File: src/rtl/gol_vga_pkg.sv
// Shared types and constants for the GoL -> VGA text-mode VRAM master.
// Holds the half-word layout, the palette location and the default palette.
package gol_vga_pkg;

  typedef struct packed {
    logic       iv;
    logic [6:0] code;
    logic [3:0] fg;
    logic [3:0] bg;
  } vram_hword_t;

  typedef enum logic [1:0] {IDLE, PAL, CELL} fsm_state_t;

  localparam logic [13:0] PALETTE_BASE = 14'h2000;
  localparam int unsigned PAL_ENTRIES  = 16;

  // CGA-style 16-colour palette, 12-bit RGB stored in bits [12:1]
  localparam logic [15:0] DEF_PALETTE [PAL_ENTRIES] = '{
    16'h0000, 16'h0014, 16'h0140, 16'h0154,
    16'h1400, 16'h1414, 16'h14A0, 16'h1554,
    16'h0AAA, 16'h0ABE, 16'h0BEA, 16'h0BFE,
    16'h1EAA, 16'h1EBE, 16'h1FEA, 16'h1FFE
  };

  function automatic logic [3:0] hword_be(input logic hi);
    return hi ? 4'b1100 : 4'b0011;
  endfunction

  function automatic logic [31:0] hword_lane(input logic hi, input logic [15:0] hw);
    return hi ? {hw, 16'h0000} : {16'h0000, hw};
  endfunction

endpackage

File: src/rtl/gol_vram_master_if.sv
// Avalon-MM write-only bus between the VRAM master and the VGA text-mode slave.
interface gol_vram_master_if;
  logic [13:0] AVM_ADDR;
  logic        AVM_WRITE;
  logic [3:0]  AVM_BYTE_EN;
  logic [31:0] AVM_WRITEDATA;
  logic        AVM_WAITREQUEST;

  modport master (
    output AVM_ADDR, AVM_WRITE, AVM_BYTE_EN, AVM_WRITEDATA,
    input  AVM_WAITREQUEST
  );

  modport slave (
    input  AVM_ADDR, AVM_WRITE, AVM_BYTE_EN, AVM_WRITEDATA,
    output AVM_WAITREQUEST
  );
endinterface

File: src/rtl/gol_sync_fifo.sv
// Single-clock FIFO with registered full/empty flags and show-ahead read data.
module gol_sync_fifo #(
  parameter int unsigned WIDTH = 8,
  parameter int unsigned DEPTH = 4
) (
  input  logic             CLK,
  input  logic             RESET_N,
  input  logic             push,
  input  logic [WIDTH-1:0] wr_data,
  output logic             full,
  input  logic             pop,
  output logic [WIDTH-1:0] rd_data,
  output logic             empty
);

  localparam int unsigned AW = (DEPTH > 1) ? $clog2(DEPTH) : 1;
  localparam logic [AW:0] FULL_CNT = (AW+1)'(DEPTH);

  logic [WIDTH-1:0] mem [DEPTH];
  logic [AW-1:0]    wr_ptr, rd_ptr;
  logic [AW:0]      count, count_nxt;
  logic             do_push, do_pop;

  assign do_push = push & ~full;
  assign do_pop  = pop & ~empty;
  assign rd_data = mem[rd_ptr];

  always_comb begin
    count_nxt = count;
    case ({do_push, do_pop})
      2'b10:   count_nxt = count + 1'b1;
      2'b01:   count_nxt = count - 1'b1;
      default: count_nxt = count;
    endcase
  end

  always_ff @(posedge CLK or negedge RESET_N) begin
    if (!RESET_N) begin
      wr_ptr <= '0;
      rd_ptr <= '0;
      count  <= '0;
      full   <= 1'b0;
      empty  <= 1'b1;
    end else begin
      if (do_push) wr_ptr <= wr_ptr + 1'b1;
      if (do_pop)  rd_ptr <= rd_ptr + 1'b1;
      count <= count_nxt;
      full  <= (count_nxt == FULL_CNT);
      empty <= (count_nxt == '0);
    end
  end

  always_ff @(posedge CLK) begin
    if (do_push) mem[wr_ptr] <= wr_data;
  end

endmodule

File: src/rtl/gol_vram_master.sv
// Avalon-MM write master: queues GoL cell updates as VRAM half-word writes
// and loads the default 16-entry palette on request.
module gol_vram_master
  import gol_vga_pkg::*;
#(
  parameter int unsigned FIFO_DEPTH = 4,
  parameter logic [6:0]  ALIVE_CODE = 7'h02,
  parameter logic [6:0]  DEAD_CODE  = 7'h00,
  parameter logic [3:0]  FG_IDX     = 4'hF,
  parameter logic [3:0]  BG_IDX     = 4'h0
) (
  input  logic               CLK,
  input  logic               RESET_N,
  input  logic               cell_valid,
  output logic               cell_ready,
  input  logic [13:0]        cell_idx,
  input  logic               cell_alive,
  input  logic               start_init,
  output logic               busy,
  gol_vram_master_if.master  avm
);

  localparam int unsigned ENTRY_W = 15;

  fsm_state_t         state;
  logic               init_pend;
  logic [3:0]         pal_k;
  logic [3:0]         pal_sel;
  logic               push, pop, fifo_full, fifo_empty, wr_done;
  logic [ENTRY_W-1:0] fifo_rd;
  logic [13:0]        q_idx;
  vram_hword_t        cell_hw;
  logic               ld_cell;
  logic [13:0]        ld_addr;
  logic [3:0]         ld_be;
  logic [31:0]        ld_data;

  gol_sync_fifo #(
    .WIDTH (ENTRY_W),
    .DEPTH (FIFO_DEPTH)
  ) u_fifo (
    .CLK     (CLK),
    .RESET_N (RESET_N),
    .push    (push),
    .wr_data ({cell_idx, cell_alive}),
    .full    (fifo_full),
    .pop     (pop),
    .rd_data (fifo_rd),
    .empty   (fifo_empty)
  );

  assign cell_ready = ~fifo_full;
  assign push       = cell_valid & ~fifo_full;
  assign wr_done    = avm.AVM_WRITE & ~avm.AVM_WAITREQUEST;
  assign busy       = init_pend | (state != IDLE) | ~fifo_empty;

  // The next beat is either the FIFO head or palette entry pal_sel; the FSM
  // only decides when to load it.
  always_comb begin
    q_idx        = fifo_rd[ENTRY_W-1:1];
    cell_hw      = '0;
    cell_hw.code = fifo_rd[0] ? ALIVE_CODE : DEAD_CODE;
    cell_hw.fg   = FG_IDX;
    cell_hw.bg   = BG_IDX;
    pal_sel      = (state == PAL) ? pal_k + 4'd1 : '0;
    pop          = 1'b0;
    if (!fifo_empty && !init_pend)
      pop = (state == IDLE) || ((state == CELL) && wr_done);
    ld_cell = (state == CELL) || ((state == IDLE) && !init_pend);
    if (ld_cell) begin
      ld_addr = {1'b0, q_idx[13:1]};
      ld_be   = hword_be(q_idx[0]);
      ld_data = hword_lane(q_idx[0], cell_hw);
    end else begin
      ld_addr = PALETTE_BASE | 14'(pal_sel[3:1]);
      ld_be   = hword_be(pal_sel[0]);
      ld_data = hword_lane(pal_sel[0], DEF_PALETTE[pal_sel]);
    end
  end

  always_ff @(posedge CLK or negedge RESET_N) begin
    if (!RESET_N) begin
      state             <= IDLE;
      init_pend         <= 1'b0;
      pal_k             <= '0;
      avm.AVM_WRITE     <= 1'b0;
      avm.AVM_ADDR      <= '0;
      avm.AVM_BYTE_EN   <= '0;
      avm.AVM_WRITEDATA <= '0;
    end else begin
      if (start_init && !init_pend && (state != PAL))
        init_pend <= 1'b1;
      case (state)
        IDLE: begin
          if (init_pend) begin
            state             <= PAL;
            init_pend         <= 1'b0;
            pal_k             <= '0;
            avm.AVM_WRITE     <= 1'b1;
            avm.AVM_ADDR      <= ld_addr;
            avm.AVM_BYTE_EN   <= ld_be;
            avm.AVM_WRITEDATA <= ld_data;
          end else if (pop) begin
            state             <= CELL;
            avm.AVM_WRITE     <= 1'b1;
            avm.AVM_ADDR      <= ld_addr;
            avm.AVM_BYTE_EN   <= ld_be;
            avm.AVM_WRITEDATA <= ld_data;
          end
        end
        PAL: begin
          if (wr_done) begin
            if (pal_k == 4'd15) begin
              avm.AVM_WRITE <= 1'b0;
              state         <= IDLE;
            end else begin
              pal_k             <= pal_sel;
              avm.AVM_ADDR      <= ld_addr;
              avm.AVM_BYTE_EN   <= ld_be;
              avm.AVM_WRITEDATA <= ld_data;
            end
          end
        end
        CELL: begin
          if (wr_done) begin
            if (pop) begin
              avm.AVM_ADDR      <= ld_addr;
              avm.AVM_BYTE_EN   <= ld_be;
              avm.AVM_WRITEDATA <= ld_data;
            end else begin
              avm.AVM_WRITE <= 1'b0;
              state         <= IDLE;
            end
          end
        end
        default: state <= IDLE;
      endcase
    end
  end

endmodule

File: src/flat_wrapper.sv
// flat-port wrapper written by rule: the top's interface ports become plain ports
module gol_vram_master_flat import gol_vga_pkg::*;
#(
  parameter int unsigned FIFO_DEPTH = 4,
  parameter logic [6:0]  ALIVE_CODE = 7'h02,
  parameter logic [6:0]  DEAD_CODE  = 7'h00,
  parameter logic [3:0]  FG_IDX     = 4'hF,
  parameter logic [3:0]  BG_IDX     = 4'h0
)
  (CLK, RESET_N, cell_valid, cell_ready, cell_idx, cell_alive, start_init, busy, avm_AVM_ADDR, avm_AVM_WRITE, avm_AVM_BYTE_EN, avm_AVM_WRITEDATA, avm_AVM_WAITREQUEST);
  gol_vram_master_if avm_i ();
  input  logic CLK;
  input  logic RESET_N;
  input  logic cell_valid;
  output logic cell_ready;
  input  logic [13:0] cell_idx;
  input  logic cell_alive;
  input  logic start_init;
  output logic busy;
  output wire logic [$bits(avm_i.AVM_ADDR)-1:0] avm_AVM_ADDR;
  output wire logic [$bits(avm_i.AVM_WRITE)-1:0] avm_AVM_WRITE;
  output wire logic [$bits(avm_i.AVM_BYTE_EN)-1:0] avm_AVM_BYTE_EN;
  output wire logic [$bits(avm_i.AVM_WRITEDATA)-1:0] avm_AVM_WRITEDATA;
  input wire logic [$bits(avm_i.AVM_WAITREQUEST)-1:0] avm_AVM_WAITREQUEST;
  assign avm_AVM_ADDR = avm_i.AVM_ADDR;
  assign avm_AVM_WRITE = avm_i.AVM_WRITE;
  assign avm_AVM_BYTE_EN = avm_i.AVM_BYTE_EN;
  assign avm_AVM_WRITEDATA = avm_i.AVM_WRITEDATA;
  assign avm_i.AVM_WAITREQUEST = avm_AVM_WAITREQUEST;
  gol_vram_master #(.FIFO_DEPTH(FIFO_DEPTH), .ALIVE_CODE(ALIVE_CODE), .DEAD_CODE(DEAD_CODE), .FG_IDX(FG_IDX), .BG_IDX(BG_IDX)) u_core (.CLK(CLK), .RESET_N(RESET_N), .cell_valid(cell_valid), .cell_ready(cell_ready), .cell_idx(cell_idx), .cell_alive(cell_alive), .start_init(start_init), .busy(busy), .avm(avm_i));
endmodule
File: config.mk
export PLATFORM = sky130hd
export DESIGN_NAME = gol_vram_master_flat
export DESIGN_NICKNAME = d
export VERILOG_FILES = /design/src/rtl/gol_vga_pkg.sv /design/src/rtl/gol_vram_master_if.sv /design/src/rtl/gol_sync_fifo.sv /design/src/rtl/gol_vram_master.sv /design/src/flat_wrapper.sv
export SDC_FILE = /design/constraint.sdc
export NUM_CORES = 1
export LEC_CHECK = 0
export CAP_MARGIN = 20
export CELL_PAD_IN_SITES_DETAIL_PLACEMENT = 1
export CELL_PAD_IN_SITES_GLOBAL_PLACEMENT = 1
export CORE_AREA = 8 8 127 129
export DETAILED_ROUTE_END_ITERATION = 8
export DIE_AREA = 0 0 135 137
export GPL_TIMING_DRIVEN = 0
export PLACE_DENSITY_LB_ADDON = 0.1
export SLEW_MARGIN = 10
export SYNTH_ARGS = -nofsm -noshare
export SYNTH_HDL_FRONTEND = slang
export SYNTH_HIERARCHICAL = 1
export SYNTH_SLANG_ARGS = --single-unit
export TNS_END_PERCENT = 1
File: constraint.sdc
create_clock -name CLK -period 2.5 [get_ports CLK]
set_input_delay 0.625 -clock CLK [delete_from_list [all_inputs] [get_ports CLK]]
set_output_delay 0.625 -clock CLK [all_outputs]
set_load 0.01 [all_outputs]
==> metrics.md, run 1 <==
| Metric | Value |
|---|---|
| R2R cell count | 11 |
| 1st-iter DRT viols | 218 |
| Clock Tree Buf Depth | 2 |
| Congestion Overflow GR | 0 |
| Final nets | 553 |
| Max-cap violations | 0 |
| Largest net degree at the start of global routing | 48 |
| Critical path, cell by cell | inv_2, ha_2, buf_6, o21a_4, nor2b_4, ha_4, inv_2, fa_2, xor2_2, or3_4, o211a_1 |
| Outcome | complete, no violations |
| Final setup violation count | 0 |
| Overall power | 0.00977 W |
| Die width | 135 um |
| Pwr/cell area | 1330 nW/um2 |
| Crit-path slowest cell | dfrtp_2 |
| Min-Delay Path Class | input port to asynchronous set/reset pin |
| Synthesized instance count | 422 |
| Critical path data required time | 2840 ps |
| CTS Buf Count | 17 |
| Critical R2R Launch | u_core/state[1] |
| Dpl ws | -669 ps |
| Met1 usage | 19.4% |
| Switching share of total power | 37.3% |
| Vias | 3756 |
| Vias in the first global route | 3950 |
| H-tree levels | 4 |
| # hold bufs at CTS | 0 |
| Met3 GRT Util | 4.59% |
| Post-synthesis sequential area ratio | 61.6% |
| Total Die Area | 18500 um2 |
| CP bufs+invs | 3 |
| Clk Latency, worst-skew pair | 420 ps |
| Area grow syn2layout | 29.9% |
| CP dominant cell by count | inv_2 |
| Filler cells | 1476 |
| Routed wire per std cell | 19.6 um |
| Critical R2R Capture | u_core/u_fifo/empty |
| CTS tree | done |
| Comb power frac | 44.7% |
| Clock share of power | 24.8% |
| Slew margin rel. | 44.0% |
| Max rail drop VDD | 0.000684 V |
| DR vias/cell | 5.24 |
| Hold Vio Cnt, Final | 0 |
| Yosys warns | 6 |
| Worst Setup End Kind | flop |
| Initial Utilization | 39.8% |
| Synth unique cells | 61 |
| Root buffer cell | clkbuf_16 |
| CTS Sinks | 127 |
| Final WL | 14100 um |
| Crit path max-delay family | adder cells |
| Die H | 137 um |
| Initial DRT Pass Iterations | 4 |
| Final TNS setup | 0 ps |
| Avg Inst Size Synth | 13.4 um2 |
| Number of port buffers | 72 |
| Fmax | 406 MHz |
| Commonest non-fill, non-tap cell in the layout | clkdlybuf4s50_1 |
| Setup crit start | u_core/state[1] |
| Core Area | 14200 um2 |
| Gr busiest metal | met2 |
| Placer Congestion | 0.760 |
| Setup ws final | 37.2 ps |
| Switch Pwr | 0.00364 W |
| First-pass GRT wire length | 22400 um |
| Design internal power | 0.00613 W |
| Final Cycle Share | 98.5% |
| Final ANT Viol Nets | 0 |
| Skew final | 8.11 ps |
| Share of cells above drive strength 1 | 18.6% |
| Synth async-reset ratio | 52.8% |
| Mapped cell area | 5650 um2 |
| Reg power frac | 30.5% |
| Main synth FF type | dfrtp_1 |
| Number of synthesized flops with an enable pin | 60 |
| Site row count | 44 |
| R2r setup slk | 40 ps |
| Unrepaired setup endpoints after global routing | yes |
| Max Slew Vio Count | 0 |
| Lkg Pwr | 3.02 nW |
| Type of the worst setup path | flop to flop |
| CTS clock-pin slew for the worst setup and hold paths | 60 ps |
| Ant diodes | 0 |
| DRC viols | 0 |
| #FFs+latches synth | 127 |
| Worst-Margin Slew | 841 ps |
| Most frequent cells in the layout | 69 x clkdlybuf4s50_1, 65 x dfrtp_1, 60 x edfxtp_1 |
| Num ports | 73 |
| CP arrival | 2800 ps |
| Grt met2 use | 26.8% |
| Period minus WS final | 2460 ps |
| Initial antenna violation count | 0 |
| Critical Path Max Stage Delay | 440 ps |
| Syn Nets | 454 |
| CP max FO | 7 |
| Hpwl dp | 9760 um |
| Crit path launch type | flop |
| Gr usage total | 16.1% |
synthesized netlist by cell type, drive strengths merged (3+ instances only):
| master | instances | area (um2) |
|---|---|---|
| a21o | 13 | 97.6 |
| a21oi | 20 | 100 |
| a22o | 6 | 52.6 |
| a22oi | 12 | 90.1 |
| and2 | 13 | 81.3 |
| buf | 15 | 115 |
| clkbuf | 7 | 26.3 |
| dfrtp | 66 | 1650 |
| edfxtp | 60 | 1800 |
| ha | 11 | 138 |
| inv | 16 | 60.1 |
| mux2i | 3 | 33.8 |
| mux4 | 15 | 364 |
| nand2 | 49 | 184 |
| nand2b | 6 | 45.0 |
| nand3 | 5 | 25.0 |
| nor2 | 12 | 62.6 |
| nor2b | 5 | 31.3 |
| nor3 | 6 | 40.0 |
| nor4 | 3 | 33.8 |
| o21ai | 35 | 175 |
| xnor2 | 4 | 35.0 |
| xor2 | 3 | 26.3 |
power by group through the flow:
stage                     Combinational, W  Clock (W)  Sequential, W
after CTS                          0.00439    0.00248        0.00299
after global routing               0.00479    0.00256        0.00303
after global placement             0.00406          0        0.00299
after detailed placement           0.00418          0        0.00302
after floorplan                    0.00275          0        0.00301
final                              0.00437    0.00242        0.00298
state kept, by name, indices dropped and copies added, names as in the netlist:
name / flops
u_core/avm.AVM_ADDR: 14
u_core/avm.AVM_BYTE_EN: 4
u_core/avm.AVM_WRITE: 1
u_core/avm.AVM_WRITEDATA: 32
u_core/init_pend: 1
u_core/pal_k: 4
u_core/state: 2
u_core/u_fifo/count: 3
u_core/u_fifo/empty: 1
u_core/u_fifo/full: 1
u_core/u_fifo/mem: 60
u_core/u_fifo/rd_ptr: 2
u_core/u_fifo/wr_ptr: 2
area by class of cell:
class	instances	area (um2)	area share, %
Clock buffer	18	429	5.85
Clock inverter	13	148	2.01
Timing Repair Buffer	82	807	11.0
Buffer	20	145	1.98
Sequential cell	127	3480	47.5
Tap cell	184	230	3.14
Inverter	16	60.1	0.819
Multi-Input combinational cell	257	2040	27.8
worst reg2reg max path: cells and delay by family (launching register included):
family | cells | cell delay (ps)
xor+xnor | 1 | 170
simple gates | 2 | 540
compound gates | 2 | 270
buf+inv | 3 | 240
flops | 1 | 440
fa+ha+maj | 3 | 730
worst max path at each step:
stage | endpoint | slack, ps | depth (start not counted)
6_report | u_core/u_fifo/empty | 40 | 11
5_1_grt | u_core/u_fifo/empty | -40 | 11
4_1_cts | u_core/u_fifo/empty | -70 | 12
3_5_place_dp | u_core/u_fifo/empty | -670 | 10
3_3_place_gp | u_core/u_fifo/full | -1610 | 1
2_1_floorplan | u_core/u_fifo/empty | 20 | 12
kinds of logic (layout without fill, tap and decap cells):
family,Yosys count,count (layout),synth area share (%)
AO/OA/AOI/OAI,106,106,12.8
XOR/XNOR,7,7,1.09
adder cells (fa/ha/maj),12,12,2.79
buffers and inverters,38,149,3.57
flip-flops,127,127,61.6
multiplexers,20,20,7.44
AND/OR/NAND/NOR,112,112,10.7
metal layers:
layer  wire length [um]  up-vias
li1                   -     1752
met1               6230     1928
met2               7120       64
met3                557       12
met4                144        0
met5                  0        -
metrics by stage:
step,area (um2),instances,hold WS (ps),util (%)
after floorplan,5670,422,329,-
after global placement,6620,678,460,46.6
after detailed placement,6650,679,467,46.8
after CTS,7330,718,93.9,51.6
after global routing,7340,717,109,51.6
final,7340,717,102,51.6
timing repair:
action                     CTS  global route
pin swaps                    6             6
setup endpoints to repair    4            10
resized for setup           20             5
buffers inserted             8             1
Power figures use the tool's default switching activity.
==> run 2: changes to the inputs <==
Settings changed: CORE_AREA 8 8 127 129 to 8 8 114 143, DIE_AREA 0 0 135 137 to 0 0 122 151.
==> run 2 against run 1 <==
Effect of this change: the run now ends with negative setup slack left; clock power up 8.7%; worst hold slack improved by 19 ps; register-to-register slack worse by 60 ps; via count grew 0.53%; combinational power up 0.9%; power rose by 2.5%; largest power group unchanged; worst setup slack lost 58 ps; global-route usage down 0.28 points; non-clock buffer count up 4; flip-flop and latch count did not move; first-iteration DRC count is 30% lower; count of clock-buffer cells in the layout stayed put.
==> metrics.md, run 2 (synthesis gave the netlist of run 1 again) <==
| Metric | Value |
|---|---|
| Number of port buffers | 72 |
| Ant diodes | 0 |
| Final ANT Viol Nets | 0 |
| Switching share of total power | 37.1% |
| R2r setup slk | -20 ps |
| Final Cycle Share | 101% |
| Core Area | 14000 um2 |
| Unrepaired setup endpoints after global routing | yes |
| Reg power frac | 29.7% |
| Max rail drop VDD | 0.000665 V |
| R2R cell count | 12 |
| Design internal power | 0.00630 W |
| Switch Pwr | 0.00372 W |
| Pwr/cell area | 1350 nW/um2 |
| Congestion Overflow GR | 0 |
| Clock share of power | 26.3% |
| Gr usage total | 15.8% |
| H-tree levels | 4 |
| Initial Utilization | 40.2% |
| First-pass GRT wire length | 22200 um |
| Worst-Margin Slew | 831 ps |
| CP max FO | 6 |
| Final TNS setup | -20.4 ps |
| CTS Sinks | 127 |
| Die width | 122 um |
| Root buffer cell | clkbuf_16 |
| Crit path launch type | flop |
| Max-cap violations | 0 |
| Hold Vio Cnt, Final | 0 |
| Largest net degree at the start of global routing | 43 |
| 1st-iter DRT viols | 152 |
| Period minus WS final | 2520 ps |
| Die H | 151 um |
| Final nets | 557 |
| CP arrival | 2810 ps |
| Setup ws final | -20.4 ps |
| Critical R2R Capture | u_core/u_fifo/full |
| DR vias/cell | 5.27 |
| Dpl ws | -628 ps |
| Critical path data required time | 2790 ps |
| Area grow syn2layout | 30.9% |
| Routed wire per std cell | 19.4 um |
| # hold bufs at CTS | 0 |
| Type of the worst setup path | flop to flop |
| Lkg Pwr | 3.05 nW |
| Hpwl dp | 9820 um |
| Top flop regs | u_core/u_fifo/mem x60, u_core/avm.AVM_WRITEDATA x32, u_core/avm.AVM_ADDR x14 |
| Outcome | finished, violations left |
| CTS clock-pin slew for the worst setup and hold paths | 60 ps |
| Clock Tree Buf Depth | 2 |
| Final WL | 13900 um |
| Num ports | 73 |
| Fmax | 397 MHz |
| Number of flip-flops in the largest register | 60 |
| Vias in the first global route | 4067 |
| Total Die Area | 18400 um2 |
| Clk Latency, worst-skew pair | 410 ps |
| CTS tree | done |
| Min-Delay Path Class | input port to asynchronous set/reset pin |
| CTS Buf Count | 17 |
| Vias | 3776 |
| Final setup violation count | 1 |
| Initial antenna violation count | 0 |
| Skew final | 9.85 ps |
| Top reg by flops | u_core/u_fifo/mem |
| Overall power | 0.0100 W |
| Failing checks | negative setup slack |
| Slew margin rel. | 44.6% |
| DRC viols | 0 |
| Commonest non-fill, non-tap cell in the layout | clkdlybuf4s50_1 |
| Site row count | 49 |
| Share of cells above drive strength 1 | 19.1% |
| Initial DRT Pass Iterations | 4 |
| Max Slew Vio Count | 0 |
| Most frequent cells in the layout | 69 x clkdlybuf4s50_1, 65 x dfrtp_1, 60 x edfxtp_1 |
| Comb power frac | 44.0% |
| Critical R2R Launch | u_core/state[1] |
| Finished Core Util | 52.7% |
| Worst Setup End Kind | flop |
| Placer Congestion | 0.770 |
run 2: cell types whose count changed in the layout (fill, tap and decap cells not counted), moves of 2 or more:
cell,delta
buf_4,+3
clkinv_1,-2
clkinv_2,-5
inv_6,+5
run 2: repair_timing:
item / 4_1_cts / 5_1_grt
buffers inserted: 5 / 7
resized for setup: 17 / 8
pin swaps: 6 / 8
setup endpoints to repair: 4 / 10
run 2: worst max path at each step:
stage,start,to,slack [ps],depth (start not counted)
2_1_floorplan,u_core/state[0],u_core/u_fifo/empty,20,12
3_3_place_gp,RESET_N,u_core/u_fifo/count[2],-1590,1
3_5_place_dp,avm_AVM_WAITREQUEST,u_core/u_fifo/empty,-630,10
4_1_cts,u_core/state[0],u_core/u_fifo/empty,-130,12
5_1_grt,u_core/state[1],u_core/u_fifo/full,-120,12
6_report,u_core/state[1],u_core/u_fifo/full,-20,12
run 2: power groups by stage:
stage / clock network, W / registers (W) / logic, W
after floorplan: 0 / 0.00301 / 0.00275
after global placement: 0 / 0.00299 / 0.00406
after detailed placement: 0 / 0.00302 / 0.00416
after CTS: 0.00272 / 0.00298 / 0.00433
after global routing: 0.00277 / 0.00303 / 0.00485
final: 0.00263 / 0.00297 / 0.00441
run 2: worst max-delay path, cell delays in order (launching register included):
cell and delay [ps]:
dfrtp_2 440, inv_2 80, ha_2 170, buf_6 120, o21a_1 160, nor2b_4 220, ha_4 150, inv_2 40
fa_2 400, xor2_2 170, buf_4 140, xnor2_1 120, a22o_1 200
run 2: final cells by class:
cell class | instances | area [um2]
Fill cell | 1436 | 6650
Buffer | 21 | 150
Multi-Input combinational cell | 257 | 2020
Sequential cell | 127 | 3480
Tap cell | 178 | 223
Timing Repair Buffer | 85 | 822
Clock buffer | 18 | 429
Inverter | 16 | 60.1
Clock inverter | 14 | 205
run 2: metal layers:
metal / wire length [um] / vias to the layer above / share of wire, % / track usage, %
met1: 5580 / 1920 / 40 / 17.6
met2: 7550 / 76 / 54 / 28.3
li1: - / 1764 / - / -
met5: 0 / - / 0 / 0
met4: 237 / 0 / 1.7 / 6.31
met3: 488 / 16 / 3.5 / 3.62
run 2: per-stage QoR:
step	area, um2	hold WS [ps]	std cells
after global placement	6620	460	672
after CTS	7340	122	710
final	7390	121	716
after detailed placement	6630	473	673
after global routing	7390	144	716
after floorplan	5670	329	422
